[src/rtl/serv_rf_dbg_pkg.sv]
// Shared definitions for the debug-side RF port: FSM state encoding and fixed widths.
package serv_rf_dbg_pkg;

  localparam int DATA_W = 32;
  localparam int NUM_GPR = 32;
  localparam int X0_IDX = 0;

  typedef enum logic [2:0] {
    ST_IDLE  = 3'd0,
    ST_REQ   = 3'd1,
    ST_WAIT  = 3'd2,
    ST_SHIFT = 3'd3,
    ST_RESP  = 3'd4
  } state_t;

endpackage

[src/rtl/serv_rf_dbg_port.sv]
// Turns parallel debug read/write commands into one bit-serial RF RAM transaction
// and hands back a parallel response; used while the core is halted.
module serv_rf_dbg_port
  import serv_rf_dbg_pkg::*;
#(
  parameter int csr_regs = 4,
  parameter int rw = $clog2(32 + csr_regs),
  parameter int timeout = 15
) (
  input  logic              i_clk,
  input  logic              i_rst,
  // Command/response handshakes: a beat transfers on the rising edge where
  // valid and ready are both high; valid and its payload are held until then.
  input  logic              i_cmd_valid,
  output logic              o_cmd_ready,
  input  logic              i_cmd_we,
  input  logic [rw-1:0]     i_cmd_reg,
  input  logic [DATA_W-1:0] i_cmd_wdata,
  output logic              o_rsp_valid,
  input  logic              i_rsp_ready,
  output logic [DATA_W-1:0] o_rsp_rdata,
  output logic              o_rsp_err,
  output logic              o_busy,
  output logic              o_rreq,
  output logic              o_wreq,
  input  logic              i_ready,
  output logic [rw-1:0]     o_rreg0,
  output logic [rw-1:0]     o_rreg1,
  input  logic              i_rdata0,
  input  logic              i_rdata1,
  output logic [rw-1:0]     o_wreg0,
  output logic              o_wen0,
  output logic              o_wdata0,
  output logic [rw-1:0]     o_wreg1,
  output logic              o_wen1,
  output logic              o_wdata1,
  output state_t            o_dbg_state
);

  localparam logic [rw:0] NUM_REGS = (rw + 1)'(NUM_GPR + csr_regs);
  localparam logic [7:0]  TMO_LAST = 8'(timeout - 1);

  state_t              state;
  state_t              state_nxt;
  logic [4:0]          cnt;
  logic [7:0]          tmo;
  logic [DATA_W-1:0]   sh;
  logic                we_q;
  logic                err_q;
  logic [rw-1:0]       reg_q;
  logic                bad_idx;
  logic                x0_target;
  logic                unused_ok;

  assign bad_idx   = {1'b0, i_cmd_reg} >= NUM_REGS;
  assign x0_target = (reg_q == rw'(X0_IDX));
  assign unused_ok = i_rdata1;

  always_ff @(posedge i_clk) begin
    if (i_rst) begin
      state <= ST_IDLE;
    end else begin
      state <= state_nxt;
    end
  end

  always_comb begin
    state_nxt   = state;
    o_cmd_ready = 1'b0;
    o_busy      = 1'b1;
    o_rreq      = 1'b0;
    o_wreq      = 1'b0;
    o_wen0      = 1'b0;
    o_wdata0    = 1'b0;
    o_rsp_valid = 1'b0;
    o_rsp_err   = 1'b0;
    o_rsp_rdata = '0;
    case (state)
      ST_IDLE: begin
        o_busy      = 1'b0;
        o_cmd_ready = !i_rst;
        if (i_cmd_valid) begin
          state_nxt = bad_idx ? ST_RESP : ST_REQ;
        end
      end
      ST_REQ: begin
        o_rreq    = !we_q;
        o_wreq    = we_q;
        state_nxt = i_ready ? ST_SHIFT : ST_WAIT;
      end
      ST_WAIT: begin
        if (i_ready) begin
          state_nxt = ST_SHIFT;
        end else if (tmo == TMO_LAST) begin
          state_nxt = ST_RESP;
        end
      end
      ST_SHIFT: begin
        // x0 is hardwired zero, so a write to it never enables the RAM.
        o_wen0   = we_q && !x0_target;
        o_wdata0 = we_q && sh[0];
        if (cnt == 5'd31) begin
          state_nxt = ST_RESP;
        end
      end
      ST_RESP: begin
        o_rsp_valid = 1'b1;
        o_rsp_err   = err_q;
        o_rsp_rdata = (!we_q && !err_q) ? sh : '0;
        if (i_rsp_ready) begin
          state_nxt = ST_IDLE;
        end
      end
      default: begin
        state_nxt = ST_IDLE;
      end
    endcase
  end

  // Datapath; the index and payload registers deliberately survive reset.
  always_ff @(posedge i_clk) begin
    if (i_rst) begin
      cnt <= 5'd0;
      tmo <= 8'd0;
    end else begin
      case (state)
        ST_IDLE: begin
          if (i_cmd_valid) begin
            we_q  <= i_cmd_we;
            reg_q <= i_cmd_reg;
            sh    <= i_cmd_wdata;
            err_q <= bad_idx;
            cnt   <= 5'd0;
            tmo   <= 8'd0;
          end
        end
        ST_WAIT: begin
          tmo <= tmo + 8'd1;
          if (!i_ready && tmo == TMO_LAST) begin
            err_q <= 1'b1;
          end
        end
        ST_SHIFT: begin
          cnt <= cnt + 5'd1;
          sh  <= {(!we_q && i_rdata0), sh[DATA_W-1:1]};
        end
        default: begin
        end
      endcase
    end
  end

  assign o_rreg0     = reg_q;
  assign o_rreg1     = reg_q;
  assign o_wreg0     = reg_q;
  assign o_wreg1     = '0;
  assign o_wen1      = 1'b0;
  assign o_wdata1    = 1'b0;
  assign o_dbg_state = state;

endmodule

[config.mk]
export PLATFORM = sky130hd
export DESIGN_NAME = serv_rf_dbg_port
export DESIGN_NICKNAME = d
export VERILOG_FILES = /design/src/rtl/serv_rf_dbg_pkg.sv /design/src/rtl/serv_rf_dbg_port.sv
export SDC_FILE = /design/constraint.sdc
export NUM_CORES = 1
export LEC_CHECK = 0
export BUFFER_PORTS_ARGS = -buffer_cell sky130_fd_sc_hd__buf_2
export CORE_MARGIN = 4
export CORE_UTILIZATION = 53
export DETAILED_ROUTE_END_ITERATION = 8
export GPL_ROUTABILITY_DRIVEN = 0
export GPL_TIMING_DRIVEN = 0
export PLACE_DENSITY_LB_ADDON = 0.05
export SYNTH_ARGS = -nofsm -noshare
export SYNTH_HDL_FRONTEND = slang
export SYNTH_SLANG_ARGS = --single-unit
[constraint.sdc]
create_clock -name i_clk -period 9.4 [get_ports i_clk]
set_clock_uncertainty 0.15 [all_clocks]
set_input_delay 0.94 -clock i_clk [delete_from_list [all_inputs] [get_ports i_clk]]
set_output_delay 0.94 -clock i_clk [all_outputs]
set_load 0.05 [all_outputs]
==> results of run 1 <==
==> area by class of cell <==
class,instances,area share (%)
buffer,38,6.05
clock buffer,7,2.07
clock inverter,1,0.102
inverter,5,0.510
multi-input combinational,235,33.3
sequential,56,41.3
tap,70,2.38
timing repair buffer,105,14.3
==> state kept, by name, summed over array words and instances, names as in the netlist <==
signal and count:
sh 32, tmo 8, o_rreg0 6, cnt 5
o_dbg_state 3, err_q 1, we_q 1
==> power by group through the flow <==
stage                     registers (uW)  clock network [uW]  logic [uW]
after floorplan                      352                   0         186
after global placement               331                   0         270
after detailed placement             331                   0         274
after CTS                            325                 129         275
after global routing                 331                 137         298
final                                325                 127         275
==> placed cells by master, fill, tap and decap left out, types with 2 or more instances in the layout <==
| cell | count |
|---|---|
| dfxtp_1 | 16 |
| o21ai_0 | 6 |
| nor4_1 | 2 |
| or4_1 | 2 |
| nand3_1 | 7 |
| and3_1 | 7 |
| o211ai_1 | 2 |
| a311o_1 | 2 |
| nor2_1 | 11 |
| or3_1 | 2 |
| mux2i_1 | 3 |
| inv_1 | 5 |
| buf_2 | 109 |
| and2_1 | 35 |
| buf_1 | 3 |
| nand2_1 | 103 |
| nor3_1 | 5 |
| conb_1 | 8 |
| ha_1 | 4 |
| clkbuf_8 | 5 |
| edfxtp_1 | 40 |
| clkbuf_1 | 13 |
| buf_4 | 20 |
| nand4_1 | 2 |
| nand2b_1 | 3 |
| a21oi_1 | 11 |
==> routing by layer <==
layer / wire (um) / vias to the layer above / global-route usage [%]
met5: 0 / - / 0
met4: 89 / 0 / 5.88
met3: 548 / 10 / 3.47
met2: 3150 / 104 / 33.7
met1: 3140 / 1163 / 29.1
li1: - / 1312 / -
==> path summary, 6_finish.rpt <==
kind	start	end	slack (ps)	cells past startpoint
min	cnt[4]	cnt[4]	330	2
min reg2reg	cnt[4]	cnt[4]	330	2
max reg2reg	o_dbg_state[0]	sh[23]	6730	4
max	o_dbg_state[1]	o_rsp_rdata[11]	5890	6
==> worst max-delay path, cell delays in order (launching register included) <==
cell and delay (ps):
dfxtp_1 370, nor2_1 300, nand2_1 170, nor3_1 470
clkbuf_1 350, and2_1 200, buf_2 260
==> cell families after synthesis <==
group	synth area share, %
fa+ha+maj	1.69
flops	51.5
buf+inv	8.17
mux	1.40
xor+xnor	0.296
compound gates	6.69
other cells	0.127
simple gates	30.2
==> stage by stage <==
stage,instances,total power (uW),worst slack [ps],hold WS (ps)
2_1_floorplan,334,538,5540,302
3_3_place_gp,509,601,4820,311
3_5_place_dp,509,605,6070,318
4_1_cts,517,730,5900,331
5_1_grt,517,766,5690,362
6_report,517,727,5890,330
==> flow_metrics.tcl, run 1 <==
set metrics [dict create \
    initialDrtViolationCount 201 \
    drtPass1Iterations 4 \
    maxCapViolations 0 \
    end_kind "primary output" \
    cp.arrival_ps 2420 \
    ys_ff_latch 56 \
    period_needed_ps 3510 \
    cts_sinks 56 \
    synthCells 327 \
    status "finished, final reports clean" \
    clkLatencyLatePin_ps 310 \
    track_usage_pct 20.9 \
    power.leakage_uw 0.00178 \
    die_h_um 82.7 \
    cp_max_fo 10 \
    pwr-share-clk_pct 17.4 \
    max_freq_ghz 0.285 \
    pwr-share-comb_pct 37.9 \
    die_x_um 82.7 \
    fin_util_pct 69.9 \
    cts_tree "built" \
    hpwl_um 5140 \
    root_buffer "clkbuf_8" \
    async_reset_ff_share_pct 0 \
    internal_power_uw 432 \
    finalMaxSlewViolations 0 \
    dieArea_um2 6840 \
    synth.top_cell.area_share_pct 40.6 \
    finalSetupTns_ps 0 \
    synth_warnings 0 \
    post_cts_buffers 0 \
    grt_start_max_net_pins 33 \
    power_density_nw_per_um2 197 \
    port_buffers 105 \
    worst_slew_pin_slew_ps 894 \
    ctsResizeCount 0 \
    synth-main-ff-cell "edfxtp_1" \
    synth_commonest_cells "nand2_1 (103), edfxtp_1 (40), and2_1 (35), buf_4 (20), dfxtp_1 (16)" \
    stdcell_area_um2 3680 \
    antenna_found_initial 0 \
    hold_buffers 0 \
    postRouteAntennaNets 0 \
    overflow 0 \
    routed_wl_um 6930 \
    n_antenna_cell 0 \
    clkTransAtPathRegs_ps 90 \
    cts-buffers-inserted 5 \
    cts_buffer_depth 2 \
    vias 2589 \
    synth_area_leader_cell "edfxtp_1" \
    routedWlPerCell_um 13.4 \
    finalHoldViolCount 0 \
    core_um2 5270 \
    synth_edf_count 40 \
    critPathRequiredTime_ps 8310 \
    regArea_um2 1520 \
    first_global_vias 2408 \
    htreeDepth 2 \
    multi_input_area_um2 1230 \
    grt_pass1_wl_um 11000 \
    p_sw_share_pct 40.7 \
    ys_types 44 \
    rsz0062_at_grt "false" \
    relSlewSlack_pct 40.2 \
    drc 0 \
    placed_area_um2 3600 \
    fin_nets 496 \
    avgSynthCellArea_um2 9.04 \
    cp-start-kind "flip-flop" \
    period_share_pct 37.3 \
    synthMostInstantiatedCell "nand2_1" \
    num_io_pins 115 \
    syn_to_final_growth_pct 24.6 \
    power.switching_uw 296 \
    routed_via_density 5.01 \
    vdd_drop_max_mv 0.106 \
    crit_type "flip-flop to primary output" \
    drive_gt1_share_pct 30.9 \
    seqPwrFrac_pct 44.7 \
    synth.area.top_cells "edfxtp_1 (41%), nand2_1 (13%), dfxtp_1 (11%)" \
    setup_viol 0 \
    rows 26 \
    nFillCells 468 \
    synth_area_um2 2960 \
    start_util_pct 56.1 \
    ys_seq_area_share_pct 51.5 \
    hold_path_class "flip-flop to flip-flop" \
]
Note: power is estimated with default switching activity, not from simulation.
==> run 2: changes to the inputs <==
--- a/config.mk
+++ b/config.mk
@@ -7,7 +7,7 @@
 export LEC_CHECK = 0
 export BUFFER_PORTS_ARGS = -buffer_cell sky130_fd_sc_hd__buf_2
 export CORE_MARGIN = 4
-export CORE_UTILIZATION = 53
+export CORE_UTILIZATION = 49
 export DETAILED_ROUTE_END_ITERATION = 8
 export GPL_ROUTABILITY_DRIVEN = 0
 export GPL_TIMING_DRIVEN = 0
==> constraint.sdc (replaced) <==
create_clock -name i_clk -period 3.25 [get_ports i_clk]
set_clock_uncertainty 0.15 [all_clocks]
set_input_delay 0.325 -clock i_clk [delete_from_list [all_inputs] [get_ports i_clk]]
set_output_delay 0.325 -clock i_clk [all_outputs]
set_load 0.05 [all_outputs]
==> run 2 against run 1 <==
Sequential share of layout area shrank 0.24 points. Global-route usage shrank 2.4 points. Utilization shrank 6.9 points. Critical path depth is the same. Sequential cell count is the same. Sequential power grew to 2.9 times the previous value. Worst setup slack lost 5500 ps. Critical path type unchanged. Highest routed layer unchanged. Combinational power grew to 2.9 times the previous value. Register-to-register slack lost 6100 ps.
==> flow_metrics.tcl, run 2 (synthesis results as in run 1) <==
set metrics [dict create \
    status "finished, final reports clean" \
    worst_slew_pin_slew_ps 888 \
    layout_setup_ws_ps 395 \
    start_util_pct 50.2 \
    grt_start_max_net_pins 33 \
    finalHoldViolCount 0 \
    cp-start-kind "flip-flop" \
    place_ws_ps 545 \
    finalSetupTns_ps 0 \
    root_buffer "clkbuf_8" \
    hold_path_class "primary input to flip-flop" \
    cts_buffer_depth 2 \
    relSlewSlack_pct 40.6 \
    cts_sinks 56 \
    track_usage_pct 18.5 \
    antenna_found_initial 0 \
    rr_startpoint "o_dbg_state[1]" \
    routed_via_density 4.93 \
    end_kind "primary output" \
    grt_pass1_wl_um 10800 \
    postRouteAntennaNets 0 \
    rsz0062_at_grt "false" \
    port_buffers 105 \
    clkTransAtPathRegs_ps 90 \
    finalMaxSlewViolations 0 \
    internal_power_uw 1280 \
    syn_to_final_growth_pct 25.3 \
    nFillCells 536 \
    cts-buffers-inserted 5 \
    power.switching_uw 846 \
    busiest_layer "met2" \
    num_io_pins 115 \
    htreeDepth 2 \
    pwr-share-comb_pct 37.5 \
    hp-start "i_cmd_we" \
    period_needed_ps 2850 \
    seqPwrFrac_pct 44.1 \
    largest_reg_flops 32 \
    setup.worst_path.start "o_dbg_state[1]" \
    initialDrtViolationCount 176 \
    pwr-share-clk_pct 18.4 \
    max_freq_ghz 0.350 \
    routed_wl_um 6660 \
    drive_gt1_share_pct 31.5 \
    crit_type "flip-flop to primary output" \
    placed_area_um2 3610 \
    setup_viol 0 \
    cts_tree "built" \
    overflow 0 \
    ctsResizeCount 0 \
    power.leakage_uw 0.00179 \
    fin_util_pct 62.9 \
    critPathRequiredTime_ps 2770 \
    met2_usage_pct 29.7 \
    n_antenna_cell 0 \
    post_cts_buffers 0 \
    largest_register "sh" \
    routedWlPerCell_um 12.7 \
    p_sw_share_pct 39.7 \
    vdd_drop_max_mv 0.374 \
    die_h_um 85.7 \
    drc 0 \
    hpwl_um 5020 \
    die_x_um 85.7 \
    power_density_nw_per_um2 575 \
    met1_usage_pct 24.3 \
    global_route.usage.met3_pct 3.84 \
    cp.arrival_ps 2380 \
    drtPass1Iterations 4 \
    dieArea_um2 7340 \
    hold_buffers 0 \
    layout_commonest_cell "buf_2" \
    fin_nets 496 \
    final_cell_mix "buf_2 (109), nand2_1 (103), edfxtp_1 (40), and2_1 (35), buf_4 (20)" \
    hold_ws_ps 46.9 \
    first_global_vias 2376 \
    stdcell_area_um2 3700 \
    core_um2 5890 \
    rows 28 \
    cp_max_fo 10 \
    maxCapViolations 0 \
    clkLatencyLatePin_ps 310 \
    vias 2575 \
    period_share_pct 87.8 \
]
-- run 2: cell count changes in the layout (fill, tap and decap cells not counted) --
cell      previous run  this run
clkbuf_4             0         1
clkinv_1             1         0
clkbuf_2             0         1
clkbuf_1            13        11
clkbuf_8             5         6
-- run 2: critical path: stages (launching register included) --
cell and delay (ps):
dfxtp_1 370, nor2_1 320, nand2_1 140, nor3_1 420, clkbuf_1 370, and2_1 190, buf_2 260
-- run 2: metrics by stage --
step	power [uW]	cells
6_report	2130	522
2_1_floorplan	1560	334
3_3_place_gp	1750	514
3_5_place_dp	1750	514
5_1_grt	2250	522
4_1_cts	2150	522
-- run 2: worst paths after layout --
path                            slack (ps)         endpoint  cells after the start
worst min-delay path                    50             we_q                      1
worst max-delay path                   400  o_rsp_rdata[18]                      6
worst max register to register         600            sh[0]                      4
worst min register to register         330           cnt[4]                      2
-- run 2: power by group through the flow --
stage	Combinational [uW]	Sequential (uW)	Clock (uW)
floorplan	540	1020	0
global placement	793	954	0
detailed placement	799	956	0
CTS	801	940	404
global route	859	953	438
finish	798	939	392
-- run 2: area by class of cell --
cell class | count | area, um2 | share of cell area [%]
plain buffers | 38 | 223 | 6.01
inverters | 5 | 18.8 | 0.507
clock buffers | 8 | 95.1 | 2.57
well taps | 75 | 93.8 | 2.53
repair buffers | 105 | 526 | 14.2
flip-flops and latches | 56 | 1520 | 41.1
multi-input cells | 235 | 1230 | 33.1
-- run 2: routing by layer --
metal / part of all wire, % / vias to the layer above
li1: - / 1312
met1: 45 / 1157
met2: 45 / 94
met3: 7.7 / 12
met4: 2.1 / 0
met5: 0 / -
==> run 3: changes to the inputs <==
--- a/config.mk
+++ b/config.mk
@@ -6,8 +6,9 @@
 export NUM_CORES = 1
 export LEC_CHECK = 0
 export BUFFER_PORTS_ARGS = -buffer_cell sky130_fd_sc_hd__buf_2
+export CAP_MARGIN = 10
 export CORE_MARGIN = 4
-export CORE_UTILIZATION = 49
+export CORE_UTILIZATION = 39
 export DETAILED_ROUTE_END_ITERATION = 8
 export GPL_ROUTABILITY_DRIVEN = 0
 export GPL_TIMING_DRIVEN = 0
==> run 3 against run 2 <==
Via count down 0.62%. Global-route usage down 3.5 points. Utilization shrank 12 points. Sequential power hardly changed. Worst setup slack gained 2.0 ps. Hold slack is essentially flat. Maximum frequency about the same. Highest routed layer unchanged. Combinational power about the same. Clock-buffer cell count shrank 1. Routed wire length grew 4.4%. Die area rose by 23%.
==> flow_metrics.tcl, run 3 (synthesis results as in run 1) <==
set metrics [dict create \
    max_freq_ghz 0.351 \
    period_share_pct 87.8 \
    port_buffers 105 \
    cp.arrival_ps 2380 \
    stdcell_area_um2 3720 \
    clkLatencyLatePin_ps 300 \
    power_density_nw_per_um2 564 \
    setup_viol 0 \
    die_h_um 95.1 \
    cts_tree "built" \
    drive_gt1_share_pct 30.9 \
    final_cell_mix "buf_2 (109), nand2_1 (103), edfxtp_1 (40), and2_1 (35), buf_4 (20)" \
    vdd_drop_max_mv 0.234 \
    dieArea_um2 9040 \
    drc 0 \
    min_path_cells 1 \
    period_needed_ps 2850 \
    routed_wl_um 6950 \
    cp_max_fo 10 \
    hp-start "i_cmd_reg[1]" \
    ctsResizeCount 0 \
    rows 31 \
    start_util_pct 40.5 \
    regArea_um2 1520 \
    layout_commonest_cell "buf_2" \
    rrSetupSlack_ps 560 \
    power.leakage_uw 0.00178 \
    hpwl_um 5250 \
    overflow 0 \
    maxCapViolations 0 \
    rr_startpoint "o_dbg_state[0]" \
    worst_slew_pin_slew_ps 906 \
    crit_type "flip-flop to primary output" \
    fin_util_pct 51.0 \
    postRouteAntennaNets 0 \
    end_kind "primary output" \
    first_global_vias 2343 \
    hold_path_class "primary input to flip-flop" \
    worstReg2RegEnd "sh[20]" \
    finalMaxSlewViolations 0 \
    placed_area_um2 3640 \
    largest_register "sh" \
    routed_via_density 4.69 \
    cts_buffer_depth 2 \
    critPathRequiredTime_ps 2770 \
    post_cts_buffers 0 \
    root_buffer "clkbuf_8" \
    track_usage_pct 15.0 \
    cts-buffers-inserted 5 \
    cp-start-kind "flip-flop" \
    n_antenna_cell 0 \
    hold_buffers 0 \
    hold_ws_ps 47.2 \
    multi_input_area_um2 1230 \
    syn_to_final_growth_pct 25.8 \
    nFillCells 737 \
    vias 2559 \
    cts_sinks 56 \
    routedWlPerCell_um 12.7 \
    clkTransAtPathRegs_ps 90 \
    antenna_found_initial 0 \
    drtPass1Iterations 4 \
    grt_start_max_net_pins 33 \
    grt_pass1_wl_um 10800 \
    core_um2 7290 \
    setup.worst_path.start "o_dbg_state[0]" \
    initialDrtViolationCount 151 \
    finalHoldViolCount 0 \
    largest_reg_flops 32 \
    die_x_um 95.1 \
    fin_nets 496 \
    rsz0062_at_grt "false" \
    relSlewSlack_pct 39.4 \
    min_to "o_rreg0[1]" \
    reg2reg_depth 4 \
    htreeDepth 2 \
    status "finished, final reports clean" \
    num_io_pins 115 \
]
==> run 3: area by class of cell <==
| type | instances | share of cell area (%) |
|---|---|---|
| Inverter | 5 | 0.505 |
| Clock buffer | 7 | 2.05 |
| Multi-Input combinational cell | 235 | 33.0 |
| Timing Repair Buffer | 105 | 14.1 |
| Tap cell | 99 | 3.33 |
| Clock inverter | 1 | 0.101 |
| Sequential cell | 56 | 40.9 |
| Buffer | 38 | 5.99 |
==> run 3: per-layer routing <==
layer | vias to the layer above | GRT usage (%) | wire, um | part of all wire [%]
li1 | 1312 | - | - | -
met1 | 1150 | 20.5 | 3190 | 46
met2 | 95 | 24.4 | 3190 | 46
met3 | 2 | 3.08 | 537 | 7.7
met4 | 0 | 3.61 | 33 | 0.47
met5 | - | 0 | 0 | 0
==> run 3: worst max-delay path by stage <==
stage,to,slack (ps),cells past startpoint
after global placement,sh[30],-30,5
after floorplan,o_wreq,7,3
final,o_rsp_rdata[28],400,6
after global routing,o_rsp_rdata[28],130,6
after CTS,o_rsp_rdata[28],350,6
after detailed placement,sh[8],490,5
==> run 3: power breakdown <==
group	internal, uW	total, uW	leakage (uW)	switching [uW]
Combinational	211	796	0.00124	585
Sequential	887	939	0.000500	51.5
Clock	151	362	0.0000399	211
Total	1250	2100	0.00178	848
==> run 3: worst max-delay path, stage by stage, from the launching register on <==
cell and delay, ps:
dfxtp_1 350, nor2_1 300, nand2_1 170, nor3_1 410, clkbuf_1 390, and2_1 190, buf_2 260
==> run 3: metrics by stage <==
stage,setup WS [ps],setup TNS (ps),total power (uW),std cells
floorplan,7.45,0,1560,334
global placement,-34.6,-1080,1750,538
detailed placement,490,0,1760,538
CTS,348,0,2130,546
global route,129,0,2220,546
finish,397,0,2100,546
